[src/rtl/led_fade_driver.sv]
// led_fade_driver
//   Turns the on/off LED word from the HPS PIO into a per-LED brightness that
//   ramps toward full or off at a fixed rate. Each brightness level is then
//   converted into a duty cycle by comparing it against a free-running PWM
//   counter. With fade disabled, the LEDs follow the PIO bits directly, and the
//   levels track the bits so that fade can be re-enabled without a visible step.
module led_fade_driver #(
  parameter int N_LEDS   = 10,
  parameter int LEVEL_W  = 8,
  parameter int TICK_DIV = 50000,
  parameter int STEP     = 1
) (
  input  logic              clk_clk,
  input  logic              reset_reset,
  input  logic [N_LEDS-1:0] pio_leds_in,
  input  logic              fade_en,
  output logic [N_LEDS-1:0] led_out,
  output logic              busy
);

  localparam int TICK_W = (TICK_DIV > 2) ? $clog2(TICK_DIV) : 1;

  localparam logic [LEVEL_W-1:0] MAX_LVL   = {LEVEL_W{1'b1}};
  localparam logic [LEVEL_W-1:0] ZERO_LVL  = {LEVEL_W{1'b0}};
  localparam logic [LEVEL_W:0]   STEP_EXT  = (LEVEL_W + 1)'(STEP);
  localparam logic [TICK_W-1:0]  TICK_LAST = TICK_W'(TICK_DIV - 1);
  localparam logic [TICK_W-1:0]  TICK_ONE  = TICK_W'(1);
  localparam logic [LEVEL_W-1:0] PWM_ONE   = LEVEL_W'(1);

  // Level plus STEP, computed one bit wider so the sum can never wrap past MAX.
  function automatic logic [LEVEL_W-1:0] sat_inc(input logic [LEVEL_W-1:0] lvl);
    logic [LEVEL_W:0] sum;
    sum = {1'b0, lvl} + STEP_EXT;
    if (sum > {1'b0, MAX_LVL}) begin
      sat_inc = MAX_LVL;
    end else begin
      sat_inc = sum[LEVEL_W-1:0];
    end
  endfunction

  // Level minus STEP, clamped at zero instead of underflowing.
  function automatic logic [LEVEL_W-1:0] sat_dec(input logic [LEVEL_W-1:0] lvl);
    logic [LEVEL_W:0] diff;
    if ({1'b0, lvl} < STEP_EXT) begin
      sat_dec = ZERO_LVL;
    end else begin
      diff    = {1'b0, lvl} - STEP_EXT;
      sat_dec = diff[LEVEL_W-1:0];
    end
  endfunction

  logic [N_LEDS-1:0]  pio_q_r;
  logic [LEVEL_W-1:0] level_r     [N_LEDS];
  logic [LEVEL_W-1:0] level_nxt_s [N_LEDS];
  logic [TICK_W-1:0]  tick_cnt_r;
  logic [LEVEL_W-1:0] pwm_cnt_r;
  logic [N_LEDS-1:0]  led_out_r;
  logic [N_LEDS-1:0]  led_nxt_s;
  logic               tick_s;
  logic               busy_s;

  // Ramp tick: one cycle out of every TICK_DIV.
  always_comb begin
    tick_s = 1'b0;
    if (tick_cnt_r == TICK_LAST) begin
      tick_s = 1'b1;
    end else begin
      tick_s = 1'b0;
    end
  end

  // Next brightness levels and next LED drive, for both fade and bypass modes.
  always_comb begin
    for (int i = 0; i < N_LEDS; i++) begin
      level_nxt_s[i] = level_r[i];
      led_nxt_s[i]   = 1'b0;
      if (fade_en) begin
        led_nxt_s[i] = (level_r[i] == MAX_LVL) || (level_r[i] > pwm_cnt_r);
        if (tick_s) begin
          if (pio_q_r[i]) begin
            level_nxt_s[i] = sat_inc(level_r[i]);
          end else begin
            level_nxt_s[i] = sat_dec(level_r[i]);
          end
        end else begin
          level_nxt_s[i] = level_r[i];
        end
      end else begin
        // Bypass: drive the pin straight from the PIO bit and keep the level
        // parked at the matching end so a later fade starts from there.
        led_nxt_s[i] = pio_q_r[i];
        if (pio_q_r[i]) begin
          level_nxt_s[i] = MAX_LVL;
        end else begin
          level_nxt_s[i] = ZERO_LVL;
        end
      end
    end
  end

  // Busy while any level has not yet reached the end its PIO bit asks for.
  always_comb begin
    busy_s = 1'b0;
    for (int i = 0; i < N_LEDS; i++) begin
      if (pio_q_r[i]) begin
        if (level_r[i] != MAX_LVL) begin
          busy_s = 1'b1;
        end else begin
          busy_s = busy_s;
        end
      end else begin
        if (level_r[i] != ZERO_LVL) begin
          busy_s = 1'b1;
        end else begin
          busy_s = busy_s;
        end
      end
    end
  end

  // State: input register, levels, prescaler, PWM counter and LED drive.
  always_ff @(posedge clk_clk) begin
    if (reset_reset) begin
      pio_q_r    <= {N_LEDS{1'b0}};
      tick_cnt_r <= {TICK_W{1'b0}};
      pwm_cnt_r  <= {LEVEL_W{1'b0}};
      led_out_r  <= {N_LEDS{1'b0}};
      for (int i = 0; i < N_LEDS; i++) begin
        level_r[i] <= ZERO_LVL;
      end
    end else begin
      pio_q_r   <= pio_leds_in;
      pwm_cnt_r <= pwm_cnt_r + PWM_ONE;
      led_out_r <= led_nxt_s;
      if (tick_s) begin
        tick_cnt_r <= {TICK_W{1'b0}};
      end else begin
        tick_cnt_r <= tick_cnt_r + TICK_ONE;
      end
      for (int i = 0; i < N_LEDS; i++) begin
        level_r[i] <= level_nxt_s[i];
      end
    end
  end

  assign led_out = led_out_r;
  assign busy    = busy_s;

endmodule

[config.mk]
export PLATFORM = sky130hd
export DESIGN_NAME = led_fade_driver
export DESIGN_NICKNAME = d
export VERILOG_FILES = /design/src/rtl/led_fade_driver.sv
export SDC_FILE = /design/constraint.sdc
export NUM_CORES = 1
export LEC_CHECK = 0
export BUFFER_PORTS_ARGS = -buffer_cell sky130_fd_sc_hd__buf_2
export CAP_MARGIN = 20
export CORE_UTILIZATION = 45
export CTS_CLUSTER_SIZE = 12
export DETAILED_ROUTE_END_ITERATION = 8
export PLACE_DENSITY = 0.59
export SETUP_SLACK_MARGIN = 0.2
export SYNTH_ARGS = -nofsm -noshare
export SYNTH_HDL_FRONTEND = slang
export SYNTH_SLANG_ARGS = --single-unit
[constraint.sdc]
create_clock -name clk_clk -period 2.6 [get_ports clk_clk]
set_input_delay 0.26 -clock clk_clk [delete_from_list [all_inputs] [get_ports clk_clk]]
set_output_delay 0.26 -clock clk_clk [all_outputs]
set_load 0.1 [all_outputs]
==> impl_metrics.json, run 1 <==
{
  "drv_cap": 0,
  "synth_edf_count": 0,
  "htree_num_levels": 4,
  "die_area_mm2": 0.0251,
  "report.final.setup_viol": 1,
  "grt_overflow": 0,
  "peakVddDrop_v": 0.000283,
  "area_delta_synth_final_pct": 18.0,
  "cts-root-buf": "clkbuf_16",
  "cts_inserted_buffers": 17,
  "cts_sinks": 124,
  "wirelength_um": 34200,
  "grt_max_degree": 45,
  "initial_utilization_pct": 46.3,
  "chipHeight_um": 158,
  "dr.first_iter.drc_count": 843,
  "worstMarginPinSlew_ns": 0.718,
  "clockBufferDepth": 2,
  "post-route-period-util_pct": 103,
  "dr.pass1.iters": 5,
  "path_max_fanout": 3,
  "clk_latency_ns": 0.44,
  "violations": "setup timing",
  "max-slew-margin-rel_pct": 52.0,
  "power.leakage_nw": 5.09,
  "synth-seq-cells": 124,
  "place.gp.congestion": 0.917,
  "criticalPathCategory": "flop to primary output",
  "rows": 56,
  "async_flop_share_pct": 0,
  "io_pins": 24,
  "drt.antenna.violating_nets": 0,
  "p_comb_share_pct": 29.5,
  "cts_tree": "yes",
  "powerDensity_mw_per_mm2": 522,
  "coreArea_mm2": 0.0238,
  "grt_usage_pct": 27.4,
  "status": "finished, violations left",
  "diodes": 0,
  "syn_inst": 1486,
  "yosysUniqueCellTypes": 80,
  "yosys_warnings": 0,
  "p_int_mw": 4.40,
  "period_minus_slack_ns": 2.68,
  "rsz0062_at_grt": "yes",
  "seq_power_share_pct": 32.3,
  "hold_path.class": "primary input to flop",
  "ys_seq_area_share_pct": 22.5,
  "swShare_pct": 35.0,
  "crit_required_ns": 2.34,
  "grt_pass1_vias": 10431,
  "timing_hold_violations_final": 0,
  "dp_hpwl_um": 23100,
  "finalClockSkew_ns": 0.0109,
  "clock_power_share_pct": 38.1,
  "nFillCells": 2197,
  "worst_setup_path_start_kind": "flop",
  "synth_ff_type": "dfxtp_1",
  "synth.largest_area_cell": "dfxtp_1",
  "port_buffers": 23,
  "die_w_um": 158,
  "antenna_found_initial": 0,
  "vias_per_cell": 6.13,
  "synth_area_leaders": "dfxtp_1, ha_1, o21ai_0",
  "fin_hold_ws_ns": 0.0341,
  "avgSynthCellArea_um2": 7.41,
  "syn_nets": 1617,
  "drcViolationCount": 0,
  "layout_setup_ws_ns": -0.0843,
  "grt_pass1_wl_um": 54500,
  "finalNonFillerCells": 1873,
  "worst_setup_path_end_kind": "primary output",
  "dp.cells": 1826,
  "num_vias": 11482,
  "nets": 1672,
  "wl_per_cell_um": 18.3,
  "setup_tns_ns": -0.0843,
  "power.switching_mw": 2.37,
  "drive_above_1_share_pct": 16.0,
  "synth_top_area_share_pct": 22.5,
  "fmax_mhz": 373,
  "slew_viol_final": 0,
  "path_clk_slew_ns": 0.06,
  "syn_area_mm2": 0.0110,
  "cp.arrival_ns": 2.42,
  "fin_util_pct": 54.7
}
-- state kept, by name, indices dropped and copies added (netlist names) --
name and flops:
tick_cnt_r 16, led_out 10, pio_q_r 10, pwm_cnt_r 8, level_r 80
-- power groups by stage --
| stage | Combinational [mW] | Clock [mW] | Sequential [mW] |
|---|---|---|---|
| 6_report | 2.00 | 2.58 | 2.19 |
| 5_1_grt | 2.22 | 2.71 | 2.21 |
| 4_1_cts | 1.95 | 2.62 | 2.18 |
| 3_5_place_dp | 1.90 | 0 | 2.22 |
| 3_3_place_gp | 1.88 | 0 | 2.22 |
| 2_1_floorplan | 1.33 | 0 | 2.28 |
-- critical path, cell delays in order, from the launching register on --
cell and delay, ns:
dfxtp_4 0.35, or4_4 0.56, nor3_4 0.23, a31oi_4 0.13
nor4_4 0.28, nand4_1 0.22, buf_12 0.23
-- final timing paths --
| check | startpoint | slack (ns) | to | cells after the start |
|---|---|---|---|---|
| worst max-delay path | level_r[8][5] | -0.08 | busy | 6 |
| worst min-delay path | pio_leds_in[6] | 0.03 | pio_q_r[6] | 2 |
| worst max register to register | tick_cnt_r[11] | 0.26 | level_r[6][2] | 6 |
| worst min register to register | tick_cnt_r[0] | 0.47 | tick_cnt_r[0] | 1 |
-- layout by cell type, fill, tap and decap left out, drive strengths merged, types with 42 or more instances in the layout --
master / Yosys / final
nand2: 107 / 107
ha: 118 / 118
xnor2: 42 / 42
o21ai: 136 / 136
buf: 16 / 140
nor2: 124 / 124
inv: 60 / 64
dfxtp: 124 / 124
nand3: 61 / 61
nor3: 47 / 47
a21oi: 119 / 119
-- stage by stage --
step	power, mW	cell area, µm²	worst slack [ns]
floorplan	3.60	11100	-0.0486
global placement	4.11	12000	-0.00140
detailed placement	4.12	12000	0.0327
CTS	6.75	12800	-0.109
global route	7.14	13000	-0.193
finish	6.77	13000	-0.0843
-- synthesized netlist by cell type, drive strengths merged (5+ instances only) --
library cell and n:
a211oi 23, o311ai 5, dfxtp 124, o21ai 136, o211ai 15, a21oi 119, a41oi 6, nand3 61
nand4 32, o21a 18, or3 14, a221oi 9, o221ai 9, clkbuf 90, o32ai 6, and4 5
mux2i 8, a31oi 15, nor3b 7, inv 60, nor2 124, o22ai 21, and3 25, a22oi 14
nand2b 20, or3b 6, o31ai 9, buf 16, a31o 8, nor2b 41, xnor2 42, ha 118
nand2 107, nor4 16, a21boi 10, nor3 47, or4 8, xor2 24
-- cell families (layout without fill, tap and decap cells) --
| kind of cell | count (synthesis) | in the layout | synth area share (%) |
|---|---|---|---|
| and+or+nand+nor | 536 | 536 | 25.1 |
| adders and majority gates | 118 | 118 | 13.4 |
| AOI/OAI and AO/OA | 467 | 467 | 27.1 |
| muxes | 8 | 8 | 0.727 |
| DFF | 124 | 124 | 22.5 |
| buffers and inverters | 167 | 235 | 5.85 |
| xor gates and xnor gates | 66 | 66 | 5.25 |
-- cell type report --
class / instances / area (µm²) / share of cell area, %
Sequential cell: 124 / 2510 / 19.3
Inverter: 61 / 233 / 1.79
Tap cell: 319 / 399 / 3.07
Multi-Input combinational cell: 1195 / 8080 / 62.2
Clock buffer: 18 / 439 / 3.38
Timing Repair Buffer: 142 / 1140 / 8.81
Clock inverter: 14 / 185 / 1.43
-- metal layers --
metal	global-route usage (%)	routed length (µm)	vias up
met5	0	0	-
met4	8.75	770	0
met3	4.30	1950	63
met2	43.5	15700	362
met1	37.8	15800	5452
li1	-	-	5605
-- repair_timing --
| item | CTS | global route |
|---|---|---|
| gates cloned | 0 | 2 |
| buffers inserted | 6 | 7 |
| hold buffers | 0 | 0 |
| pin swaps | 11 | 9 |
| resized for setup | 31 | 35 |
| setup endpoints to repair | 13 | 31 |
Note: power is estimated with default switching activity, not from simulation.
==> run 2, diff against run 1 <==
--- a/config.mk
+++ b/config.mk
@@ -7,10 +7,12 @@
 export LEC_CHECK = 0
 export BUFFER_PORTS_ARGS = -buffer_cell sky130_fd_sc_hd__buf_2
 export CAP_MARGIN = 20
+export CELL_PAD_IN_SITES_DETAIL_PLACEMENT = 0
+export CELL_PAD_IN_SITES_GLOBAL_PLACEMENT = 1
 export CORE_UTILIZATION = 45
 export CTS_CLUSTER_SIZE = 12
 export DETAILED_ROUTE_END_ITERATION = 8
-export PLACE_DENSITY = 0.59
+export PLACE_DENSITY = 0.76
 export SETUP_SLACK_MARGIN = 0.2
 export SYNTH_ARGS = -nofsm -noshare
 export SYNTH_HDL_FRONTEND = slang
==> run 2 against run 1 <==
Effect of this change:
- the run still ends with setup timing left
- fmax down 1.2%
- worst setup slack worse by 0.033 ns
- routed wire length up 2.4%
- sequential power about the same
- first-iteration DRC count up 10%
- cell count up 0.27%
- register-to-register slack better by 0.05 ns
- die area unchanged
- global-route usage up 0.64 points
- sequential share of layout area up 0.053 points
- count of clock-buffer cells in the layout down 1
- critical path type unchanged
- critical endpoint unchanged
- largest power group unchanged
- highest routed layer unchanged
==> impl_metrics.json, run 2 (synthesis gave the netlist of run 1 again) <==
{
  "status": "finished, violations left",
  "violations": "setup timing",
  "die_w_um": 158,
  "fmax_mhz": 368,
  "htree_num_levels": 4,
  "hold_path.class": "primary input to flop",
  "power.leakage_nw": 5.06,
  "grt_usage_pct": 28.1,
  "most-common-layout-cells": "o21ai_0, nor2_1, a21oi_1",
  "use_met2_pct": 46.0,
  "slowest_stage": "or4_4",
  "io_pins": 24,
  "swShare_pct": 35.8,
  "dr.pass1.iters": 5,
  "diodes": 0,
  "grt_use_met1_pct": 36.7,
  "chipHeight_um": 158,
  "worstMarginPinSlew_ns": 1.06,
  "rows": 56,
  "worst_setup_path_start_kind": "flop",
  "peakVddDrop_v": 0.000345,
  "crit_family": "simple AND/OR/NAND/NOR gates",
  "report.final.setup_viol": 1,
  "finalClockSkew_ns": 0.0138,
  "top_usage_layer": "met2",
  "largestRegisters": "level_r x80, tick_cnt_r x16",
  "grtUsageMet3_pct": 4.74,
  "die_area_mm2": 0.0251,
  "area_delta_synth_final_pct": 17.0,
  "cp.buffers_inverters": 1,
  "wirelength_um": 35000,
  "place.gp.congestion": 0.874,
  "grt_pass1_vias": 10640,
  "power.switching_mw": 2.38,
  "cp.arrival_ns": 2.46,
  "antenna_found_initial": 0,
  "clk_latency_ns": 0.44,
  "vias_per_cell": 6.15,
  "largest_register_ffs": 80,
  "criticalPathCategory": "flop to primary output",
  "drive_above_1_share_pct": 15.6,
  "grt_max_degree": 79,
  "fin_util_pct": 54.3,
  "worst_setup_path_end_kind": "primary output",
  "period_minus_slack_ns": 2.72,
  "num_vias": 11544,
  "rsz0062_at_grt": "yes",
  "p_int_mw": 4.26,
  "max-slew-margin-rel_pct": 29.2,
  "critical_path.cell_chain": "or4_4, nor3_4, a31oi_4, nor4_4, nand4_1, buf_8",
  "fin_hold_ws_ns": 0.0295,
  "powerDensity_mw_per_mm2": 516,
  "coreArea_mm2": 0.0238,
  "path_clk_slew_ns": 0.07,
  "timing_hold_violations_final": 0,
  "cts_sinks": 124,
  "layout_setup_ws_ns": -0.118,
  "dr.first_iter.drc_count": 930,
  "clockBufferDepth": 2,
  "nets": 1677,
  "crit_required_ns": 2.34,
  "place_ws_ns": 0.0260,
  "seq_power_share_pct": 32.8,
  "port_buffers": 23,
  "wl_per_cell_um": 18.6,
  "path_max_fanout": 2,
  "post-route-period-util_pct": 105,
  "cts-root-buf": "clkbuf_16",
  "drcViolationCount": 0,
  "regMostFlops": "level_r",
  "drv_cap": 0,
  "cts_tree": "yes",
  "grt_pass1_wl_um": 55400,
  "clock_power_share_pct": 37.0,
  "initial_utilization_pct": 46.3,
  "cpPeakStageDelay_ns": 0.53,
  "slew_viol_final": 0,
  "drt.antenna.violating_nets": 0,
  "final_common_cell": "o21ai_0",
  "dp_hpwl_um": 23600,
  "p_comb_share_pct": 30.1,
  "grt_overflow": 0,
  "cts_inserted_buffers": 17
}
==> run 2: cell count changes in the layout (fill, tap and decap cells not counted), sizes merged <==
cell	before	now
clkinvlp	4	3
clkinv	4	7
clkbuf	20	18
buf	140	146
bufinv	3	2
==> run 2: repair_timing <==
action | in CTS | in global routing
setup endpoints to repair | 5 | 18
setup buffers | 4 | 4
gates cloned | 0 | 1
hold buffers | 0 | 0
pin swaps | 8 | 5
resized for setup | 17 | 20
==> run 2: power by group through the flow <==
stage | sequential (mW) | combinational, mW | clock, mW
floorplan | 2.28 | 1.33 | 0
global placement | 2.22 | 1.92 | 0
detailed placement | 2.22 | 1.92 | 0
CTS | 2.18 | 1.97 | 2.51
global route | 2.20 | 2.22 | 2.58
finish | 2.18 | 2.00 | 2.46
==> run 2: worst paths after layout <==
| path | cells after the start | slack [ns] | endpoint | start |
|---|---|---|---|---|
| setup / recovery | 6 | -0.12 | busy | level_r[8][5] |
| hold / removal | 2 | 0.03 | pio_q_r[8] | pio_leds_in[8] |
| setup reg to reg | 9 | 0.31 | level_r[0][4] | level_r[0][0] |
| hold reg to reg | 1 | 0.47 | tick_cnt_r[0] | tick_cnt_r[0] |
==> run 2: final cells by class <==
cell class	count	area [µm²]
Clock buffer	17	425
Inverter	61	233
Fill cell	2300	10900
Clock inverter	15	160
Sequential cell	124	2500
Timing Repair Buffer	147	1140
Multi-Input combinational cell	1195	8030
Tap cell	319	399
==> run 2: stage by stage <==
stage               setup TNS, ns  std cells  cell area, µm²  power, mW
finish                     -0.118       1878           12900       6.65
global route               -0.222       1878           12900       6.99
CTS                        -0.107       1873           12800       6.65
detailed placement              0       1837           12100       4.14
global placement                0       1837           12100       4.13
floorplan                 -0.0486       1486           11100       3.60
==> run 2: per-layer routing <==
layer  part of all wire [%]  wire, µm
met5                      0         0
met4                    2.6       909
met3                    5.4      1890
met2                     46     16100
met1                     46     16100
